`config.mk`:
```
export PLATFORM = sky130hd
export DESIGN_NAME = resize_coord_gen
export DESIGN_NICKNAME = d
export VERILOG_FILES = /design/src/rtl/resize_pkg.sv /design/src/rtl/resize_coord_axis.sv /design/src/rtl/resize_coord_gen.sv
export SDC_FILE = /design/constraint.sdc
export NUM_CORES = 1
export LEC_CHECK = 0
export ABC_AREA = 1
export CAP_MARGIN = 0
export CORE_MARGIN = 8
export CORE_UTILIZATION = 29
export DETAILED_ROUTE_END_ITERATION = 8
export DONT_BUFFER_PORTS = 1
export PLACE_DENSITY_LB_ADDON = 0.12
export SLEW_MARGIN = 5
export SYNTH_ARGS = -nofsm -noshare
export SYNTH_HDL_FRONTEND = slang
export SYNTH_HIERARCHICAL = 1
export SYNTH_SLANG_ARGS = --single-unit
export TNS_END_PERCENT = 100
```
`constraint.sdc`:
```
create_clock -name ap_clk -period 5.9 [get_ports ap_clk]
set_clock_uncertainty 0.2 [all_clocks]
set_input_delay 1.18 -clock ap_clk [delete_from_list [all_inputs] [get_ports ap_clk]]
set_output_delay 1.18 -clock ap_clk [all_outputs]
set_load 0.005 [all_outputs]
```
`src/rtl/resize_pkg.sv`:
```
// rtl/resize_pkg.sv - shared widths, weight unit and FSM state for the resize datapath
package resize_pkg;
  localparam int COORD_W = 16;
  localparam int FRAC_W  = 12;
  localparam int ACC_W   = COORD_W + FRAC_W;
  localparam logic [COORD_W-1:0] ONE = COORD_W'(1 << FRAC_W);

  typedef enum logic [1:0] {
    IDLE = 2'd0,
    RUN  = 2'd1,
    DONE = 2'd2
  } state_t;
endpackage

```
`src/rtl/resize_coord_axis.sv`:
```
// rtl/resize_coord_axis.sv - one axis: saturating position accumulator, edge clamp, weight split
module resize_coord_axis
  import resize_pkg::*;
(
  input  logic               clk,
  input  logic               rst_n,
  input  logic               clr,
  input  logic               adv,
  input  logic [COORD_W-1:0] step,
  input  logic [COORD_W-1:0] src,
  output logic [COORD_W-1:0] c0,
  output logic [COORD_W-1:0] c1,
  output logic [COORD_W-1:0] w0,
  output logic [COORD_W-1:0] w1
);
  logic [ACC_W-1:0]   acc;
  logic [ACC_W-1:0]   acc_nxt;
  logic [ACC_W:0]     sum;
  logic [COORD_W-1:0] ipart;
  logic [COORD_W-1:0] last;
  logic [FRAC_W-1:0]  fpart;
  logic               clamp;

  always_comb begin
    sum     = {1'b0, acc} + {{(ACC_W + 1 - COORD_W){1'b0}}, step};
    acc_nxt = acc;
    if (clr)
      acc_nxt = '0;
    else if (adv)
      acc_nxt = sum[ACC_W] ? '1 : sum[ACC_W-1:0];
  end

  always_ff @(posedge clk or negedge rst_n) begin
    if (!rst_n)
      acc <= '0;
    else
      acc <= acc_nxt;
  end

  // Coordinates describe acc_nxt so the parent can register them alongside the counters.
  assign ipart = acc_nxt[ACC_W-1:FRAC_W];
  assign last  = src - 1'b1;
  assign clamp = (ipart >= last);
  assign fpart = clamp ? '0 : acc_nxt[FRAC_W-1:0];
  assign c0    = clamp ? last : ipart;
  assign c1    = clamp ? last : ipart + 1'b1;
  assign w1    = {{(COORD_W - FRAC_W){1'b0}}, fpart};
  assign w0    = ONE - w1;
endmodule

```
`src/rtl/resize_coord_gen.sv`:
```
// rtl/resize_coord_gen.sv - raster-order bilinear source coordinate and weight generator
module resize_coord_gen
  import resize_pkg::*;
(
  input  logic               ap_clk,
  input  logic               ap_rst_n,
  input  logic               start,
  input  logic               abort,
  output logic               busy,
  output logic               done,
  input  logic [COORD_W-1:0] cfg_src_w,
  input  logic [COORD_W-1:0] cfg_src_h,
  input  logic [COORD_W-1:0] cfg_dst_w,
  input  logic [COORD_W-1:0] cfg_dst_h,
  input  logic [COORD_W-1:0] cfg_step_x,
  input  logic [COORD_W-1:0] cfg_step_y,
  output logic               out_valid,
  input  logic               out_ready,
  output logic [COORD_W-1:0] out_x0,
  output logic [COORD_W-1:0] out_x1,
  output logic [COORD_W-1:0] out_y0,
  output logic [COORD_W-1:0] out_y1,
  output logic [COORD_W-1:0] out_wx0,
  output logic [COORD_W-1:0] out_wx1,
  output logic [COORD_W-1:0] out_wy0,
  output logic [COORD_W-1:0] out_wy1,
  output logic               out_eol,
  output logic               out_eof
);
  state_t             state, state_nxt;
  logic               accept, load, adv_beat, hs;
  logic [COORD_W-1:0] src_w_q, src_h_q, dst_w_q, dst_h_q, step_x_q, step_y_q;
  logic [COORD_W-1:0] ox, oy, ox_nxt, oy_nxt;
  logic [COORD_W-1:0] src_w_sel, src_h_sel, dst_w_sel, dst_h_sel;
  logic [COORD_W-1:0] x0, x1, wx0, wx1, y0, y1, wy0, wy1;

  always_ff @(posedge ap_clk or negedge ap_rst_n) begin
    if (!ap_rst_n)
      state <= IDLE;
    else
      state <= state_nxt;
  end

  // Abort takes priority over a handshake on the same cycle.
  always_comb begin
    state_nxt = state;
    accept    = 1'b0;
    load      = 1'b0;
    adv_beat  = 1'b0;
    hs        = (state == RUN) && out_ready && !abort;
    case (state)
      IDLE: if (start) begin
        accept = 1'b1;
        if (cfg_dst_w == '0 || cfg_dst_h == '0) begin
          state_nxt = DONE;
        end else begin
          state_nxt = RUN;
          load      = 1'b1;
        end
      end
      RUN: begin
        if (abort)
          state_nxt = IDLE;
        else if (hs && out_eof)
          state_nxt = DONE;
        else if (hs)
          adv_beat = 1'b1;
      end
      DONE:    state_nxt = IDLE;
      default: state_nxt = IDLE;
    endcase
  end

  assign busy      = (state != IDLE);
  assign done      = (state == DONE);
  assign out_valid = (state == RUN);

  assign src_w_sel = accept ? cfg_src_w : src_w_q;
  assign src_h_sel = accept ? cfg_src_h : src_h_q;
  assign dst_w_sel = accept ? cfg_dst_w : dst_w_q;
  assign dst_h_sel = accept ? cfg_dst_h : dst_h_q;

  assign ox_nxt = load ? '0 : (adv_beat ? (out_eol ? '0 : ox + 1'b1) : ox);
  assign oy_nxt = load ? '0 : ((adv_beat && out_eol) ? oy + 1'b1 : oy);

  resize_coord_axis u_axis_x (
    .clk(ap_clk), .rst_n(ap_rst_n),
    .clr(load | (adv_beat & out_eol)), .adv(adv_beat & ~out_eol),
    .step(step_x_q), .src(src_w_sel),
    .c0(x0), .c1(x1), .w0(wx0), .w1(wx1)
  );

  resize_coord_axis u_axis_y (
    .clk(ap_clk), .rst_n(ap_rst_n),
    .clr(load), .adv(adv_beat & out_eol),
    .step(step_y_q), .src(src_h_sel),
    .c0(y0), .c1(y1), .w0(wy0), .w1(wy1)
  );

  always_ff @(posedge ap_clk or negedge ap_rst_n) begin
    if (!ap_rst_n) begin
      src_w_q <= '0; src_h_q <= '0; dst_w_q <= '0; dst_h_q <= '0;
      step_x_q <= '0; step_y_q <= '0;
      ox <= '0; oy <= '0;
      out_x0 <= '0; out_x1 <= '0; out_y0 <= '0; out_y1 <= '0;
      out_wx0 <= '0; out_wx1 <= '0; out_wy0 <= '0; out_wy1 <= '0;
      out_eol <= 1'b0; out_eof <= 1'b0;
    end else begin
      if (accept) begin
        src_w_q  <= cfg_src_w;  src_h_q  <= cfg_src_h;
        dst_w_q  <= cfg_dst_w;  dst_h_q  <= cfg_dst_h;
        step_x_q <= cfg_step_x; step_y_q <= cfg_step_y;
      end
      ox <= ox_nxt;
      oy <= oy_nxt;
      if (load || adv_beat) begin
        out_x0  <= x0;  out_x1  <= x1;  out_y0  <= y0;  out_y1  <= y1;
        out_wx0 <= wx0; out_wx1 <= wx1; out_wy0 <= wy0; out_wy1 <= wy1;
        out_eol <= (ox_nxt == dst_w_sel - 1'b1);
        out_eof <= (ox_nxt == dst_w_sel - 1'b1) && (oy_nxt == dst_h_sel - 1'b1);
      end
    end
  end
endmodule

```
==> results_dict.tcl, run 1 <==
set metrics [dict create \
    path_max_fanout 7 \
    synth_edf_count 0 \
    fp.dieH_um 292 \
    totalWireLength_um 75800 \
    fin_cells 4320 \
    leakage_nw 13.8 \
    synthTopCellsByCount "nand2_1, inv_1, dfrtp_1, nor2_1, nand3_1" \
    yosysWarnings 6 \
    core-area_mm2 0.0758 \
    placed_area_mm2 0.0231 \
    synth.avg_cell_area_um2 6.69 \
    cp.required_ps 6150 \
    synth_seq_cells 316 \
    timing.rr.end "out_wy0[8]" \
    clock-root-buffer "clkbuf_16" \
    n_fill_cell 8342 \
    cp_common_cell "nand2_1" \
    io_buffers 0 \
    critPathArrivalTime_ps 5430 \
    outcome "complete, but fails checks" \
    grt_pass1_wl_um 117000 \
    synth_cell_types 51 \
    drc 0 \
    start_kind "flop" \
    dieWidth_um 292 \
    tightest_slew_ps 1700 \
    finalSetupViolations 0 \
    r2r-start "state[0]" \
    grt_start_max_net_pins 317 \
    drive_gt1_share_pct 10.1 \
    cts_num_sinks 316 \
    die_area_mm2 0.0855 \
    antenna_left 0 \
    tns_ps 0 \
    clock_latency_ps 580 \
    maxCapViolations 0 \
    reg_top3 "u_axis_x/acc: 28 flops, u_axis_y/acc: 28 flops" \
    place_congestion 0.849 \
    period_minus_slack_ps 5180 \
    crit_path_top_delay_cell "dfrtp_1" \
    hpwlAfterDp_um 58000 \
    place_inst 4237 \
    cts_buffer_depth 3 \
    rows 101 \
    fmax_ghz 0.193 \
    grt.total_usage_pct 17.3 \
    cellPowerDensity_mw_per_mm2 392 \
    hold_slack_ps 113 \
    synth_top_area_share_pct 35.7 \
    reg2reg_slack_ps 720 \
    rsz0062_at_grt "no" \
    gr-total-overflow 0 \
    cts_tree "built" \
    grt_pass1_vias 19200 \
    finalHoldViolations 0 \
    hold_class "in2async" \
    antennaDiodeCount 0 \
    violations "max-slew violations" \
    ff2ff_path_depth 36 \
    max-slew-margin-rel_pct -13.2 \
    irDropWorstVdd_mv 0.207 \
    syn_area_mm2 0.0222 \
    antenna_found_initial 4 \
    synth-main-ff-cell "dfrtp_1" \
    ios 234 \
    critPathKind "reg2reg" \
    ys_top_cells_by_area "dfrtp_1, nand2_1, inv_1" \
    async_reset_ff_share_pct 100 \
    start_util_pct 29.2 \
    drt_pass1_iterations 7 \
    post-route-period-util_pct 87.9 \
    via_per_inst 4.58 \
    synthCells 3313 \
    htree_levels 2 \
    clk_pin_slew_ps 60 \
    syn_to_final_growth_pct 11.2 \
    post-synth-top-count-cell "nand2_1" \
    wire_per_inst_um 17.5 \
    ys_seq_area_share_pct 35.7 \
    max_stage_delay_ps 420 \
    fin_nets 3484 \
    via_count 19800 \
    synth_area_leader_cell "dfrtp_1" \
    end_kind "flop" \
    postCtsHoldBufs 0 \
    numCtsBuffers 43 \
    final_area_mm2 0.0246 \
    drv_slew 104 \
    drt_iter0_drc 1185 \
]
what timing repair did:
item | CTS | global route
gates resized for setup | 0 | 1
setup buffers | 0 | 3
setup endpoints to repair | 0 | 2
layout by cell type (no fill, tap or decap), types with 37 or more instances in the layout:
master     instances
buf_4             42
clkbuf_16         44
nand2_1         1368
nand3_1          236
xor2_1            46
o21ai_0           68
a21oi_1           56
nand2_2           49
ha_1              74
inv_1            388
dfrtp_1          316
nand4_1           52
inv_2             37
nor2_1           261
power by group:
group	leakage [nW]	internal [mW]	switching, mW	total, mW
combinational	8.88	1.21	2.65	3.86
clock	0.731	1.64	1.08	2.72
sequential	4.16	2.69	0.382	3.08
final cells by class:
class | instances | area, um^2 | area share, %
clock buffer | 59 | 1270 | 5.14
clock inverter | 21 | 206 | 0.838
inverter | 438 | 1660 | 6.73
multi-input combinational | 2466 | 12100 | 48.9
sequential | 316 | 7910 | 32.1
tap | 978 | 1220 | 4.97
timing repair buffer | 42 | 315 | 1.28
cell families after synthesis:
family / after synthesis / synth area share (%)
AO/OA/AOI/OAI: 162 / 4.11
XOR/XNOR: 56 / 2.21
adder cells (fa/ha/maj): 76 / 4.36
buffers and inverters: 543 / 10.1
flip-flops: 316 / 35.7
other: 2 / 0.0339
AND/OR/NAND/NOR: 2158 / 43.5
per-stage QoR:
step	utilization, %	power [mW]	setup WS [ps]
final	32.5	9.65	716
after global routing	32.5	10.5	3.84
after CTS	32.5	9.85	671
after detailed placement	30.5	7.02	147
after global placement	30.5	7.04	260
after floorplan	-	5.93	113
metal layers:
| layer | part of all wire (%) | vias up | wire, um | track usage [%] |
|---|---|---|---|---|
| li1 | - | 10200 | - | - |
| met1 | 48 | 9122 | 36300 | 24.2 |
| met2 | 44 | 386 | 33000 | 27.1 |
| met3 | 7.1 | 53 | 5420 | 4.77 |
| met4 | 1.3 | 6 | 999 | 2.85 |
| met5 | 0.053 | - | 40 | 0 |
worst max-delay path, delay by kind of cell (launching register included):
family / cells / cell delay (ps)
compound gates: 1 / 90
flops: 1 / 420
fa+ha+maj: 3 / 660
xor+xnor: 1 / 180
buf+inv: 9 / 890
simple gates: 22 / 2610
worst max-delay path by stage:
stage / startpoint / to / slack [ps] / cells after the start
final: state[0] / out_wy0[8] / 720 / 36
after global routing: state[0] / out_wy0[8] / 4 / 36
after CTS: step_y_q[0] / out_wy0[8] / 670 / 27
after detailed placement: start / out_wy0[8] / 150 / 36
after global placement: start / out_wy0[8] / 260 / 35
after floorplan: start / out_wy0[8] / 110 / 39
Power figures use the tool's default switching activity.
==> inputs of run 2 (changes only) <==
--- a/config.mk
+++ b/config.mk
@@ -7,14 +7,13 @@
 export LEC_CHECK = 0
 export ABC_AREA = 1
 export CAP_MARGIN = 0
-export CORE_MARGIN = 8
+export CORE_MARGIN = 2
 export CORE_UTILIZATION = 29
 export DETAILED_ROUTE_END_ITERATION = 8
 export DONT_BUFFER_PORTS = 1
-export PLACE_DENSITY_LB_ADDON = 0.12
 export SLEW_MARGIN = 5
 export SYNTH_ARGS = -nofsm -noshare
 export SYNTH_HDL_FRONTEND = slang
 export SYNTH_HIERARCHICAL = 1
 export SYNTH_SLANG_ARGS = --single-unit
-export TNS_END_PERCENT = 100
+export TNS_END_PERCENT = 10
==> run 2 against run 1 <==
The flow now finishes without violations. Global-route usage shrank 0.29 points. Clock-buffer cell count down 14. Critical endpoint is now out_wx0[8]. Hold slack lost 3.6 ps. Worst setup slack got worse by 45 ps. Critical path depth up 1. Final cell count shrank 0.42%. Sequential power barely moved. Clock power shrank 5%.
==> results_dict.tcl, run 2 (synthesis results as in run 1) <==
set metrics [dict create \
    outcome "finished, final reports clean" \
    grt_start_max_net_pins 317 \
    via_per_inst 4.66 \
    post_cts_buffers 0 \
    drt_pass1_iterations 6 \
    totalWireLength_um 67200 \
    hold_class "in2async" \
    grt.total_usage_pct 17.0 \
    drive_gt1_share_pct 9.66 \
    max-slew-margin-rel_pct 38.0 \
    drv_slew 0 \
    r2r-start "state[0]" \
    maxCapViolations 0 \
    placed_area_mm2 0.0231 \
    gr-total-overflow 0 \
    clock_latency_ps 570 \
    drt_iter0_drc 1434 \
    reg2reg_slack_ps 780 \
    antenna_found_initial 5 \
    critPathKind "in2reg" \
    irDropWorstVdd_mv 0.191 \
    ff2ff_path_depth 37 \
    rsz0062_at_grt "no" \
    finalSetupViolations 0 \
    syn_to_final_growth_pct 10.5 \
    io_buffers 0 \
    fmax_ghz 0.191 \
    period_minus_slack_ps 5230 \
    grt_pass1_vias 19000 \
    finalHoldViolations 0 \
    cp.required_ps 6150 \
    final_common_cell "nand2_1" \
    numCtsBuffers 40 \
    fin_cells 4302 \
    rows 101 \
    hold_slack_ps 110 \
    clock-root-buffer "clkbuf_16" \
    final_cell_mix "nand2_1, inv_1, dfrtp_1, nor2_1, nand3_1" \
    leakage_nw 13.7 \
    cts_buffer_depth 3 \
    critPathArrivalTime_ps 5470 \
    tightest_slew_ps 930 \
    max_stage_delay_ps 270 \
    cts_num_sinks 316 \
    wire_per_inst_um 15.6 \
    setup_slack_ps 672 \
    core-area_mm2 0.0758 \
    antenna_left 0 \
    postCtsHoldBufs 0 \
    path_delay_family "simple AND/OR/NAND/NOR gates" \
    fp.dieH_um 280 \
    place_inst 4229 \
    tns_ps 0 \
    path_buf_inv 11 \
    crit_path_top_delay_cell "ha_1" \
    grt_pass1_wl_um 106000 \
    cp_common_cell "nand2_1" \
    die_area_mm2 0.0786 \
    timing.rr.end "out_wx0[8]" \
    drc 0 \
    ios 234 \
    post-place-ws_ps 128 \
    place_congestion 0.905 \
    path_max_fanout 48 \
    utilization_pct 32.3 \
    antennaDiodeCount 0 \
    p_total_mw 9.43 \
    via_count 20000 \
    start_util_pct 29.2 \
    cellPowerDensity_mw_per_mm2 385 \
    final_area_mm2 0.0245 \
    hpwlAfterDp_um 51500 \
    reg_top3 "u_axis_x/acc: 28 flops, u_axis_y/acc: 28 flops" \
    post-route-period-util_pct 88.6 \
    dieWidth_um 280 \
    htree_levels 2 \
    cts.repair.resized 0 \
    fin_nets 3470 \
    cp.depth 37 \
    end_kind "flop" \
    cts_tree "built" \
    clk_pin_slew_ps 60 \
    start_kind "input pin" \
]
==> run 2: cell types whose count changed in the layout (fill, tap and decap cells not counted), sizes merged <==
cell and delta:
buf -11, bufinv +2, clkbuf -14, clkinv -3
clkinvlp +5, inv +3
==> run 2: report_power, final <==
part	switching [mW]	internal [mW]
sequential	0.368	2.69
combinational	2.58	1.19
clock	1.06	1.53
total	4.01	5.42
==> run 2: worst max path at each step <==
stage,slack [ps],endpoint,start
after floorplan,110,out_wy0[8],start
after global placement,250,out_wx0[8],start
after detailed placement,130,out_wx0[8],start
after CTS,730,out_wx0[8],start
after global routing,70,out_wx0[8],start
final,670,out_wx0[8],start
==> run 2: layout make-up <==
| class | instances | area [um^2] |
|---|---|---|
| clock buffers | 45 | 1060 |
| multi-input cells | 2466 | 12100 |
| clock inverters | 28 | 324 |
| flip-flops and latches | 316 | 7910 |
| well taps | 978 | 1220 |
| fillers | 8268 | 51300 |
| inverters | 438 | 1660 |
| repair buffers | 31 | 258 |
==> run 2: layer usage <==
metal / vias up / part of all wire [%] / track usage, %
met1: 9146 / 47 / 23.5
met2: 566 / 42 / 26.1
li1: 10200 / - / -
met3: 106 / 8.5 / 4.56
met4: 8 / 2.6 / 4.77
met5: - / 0.070 / 0
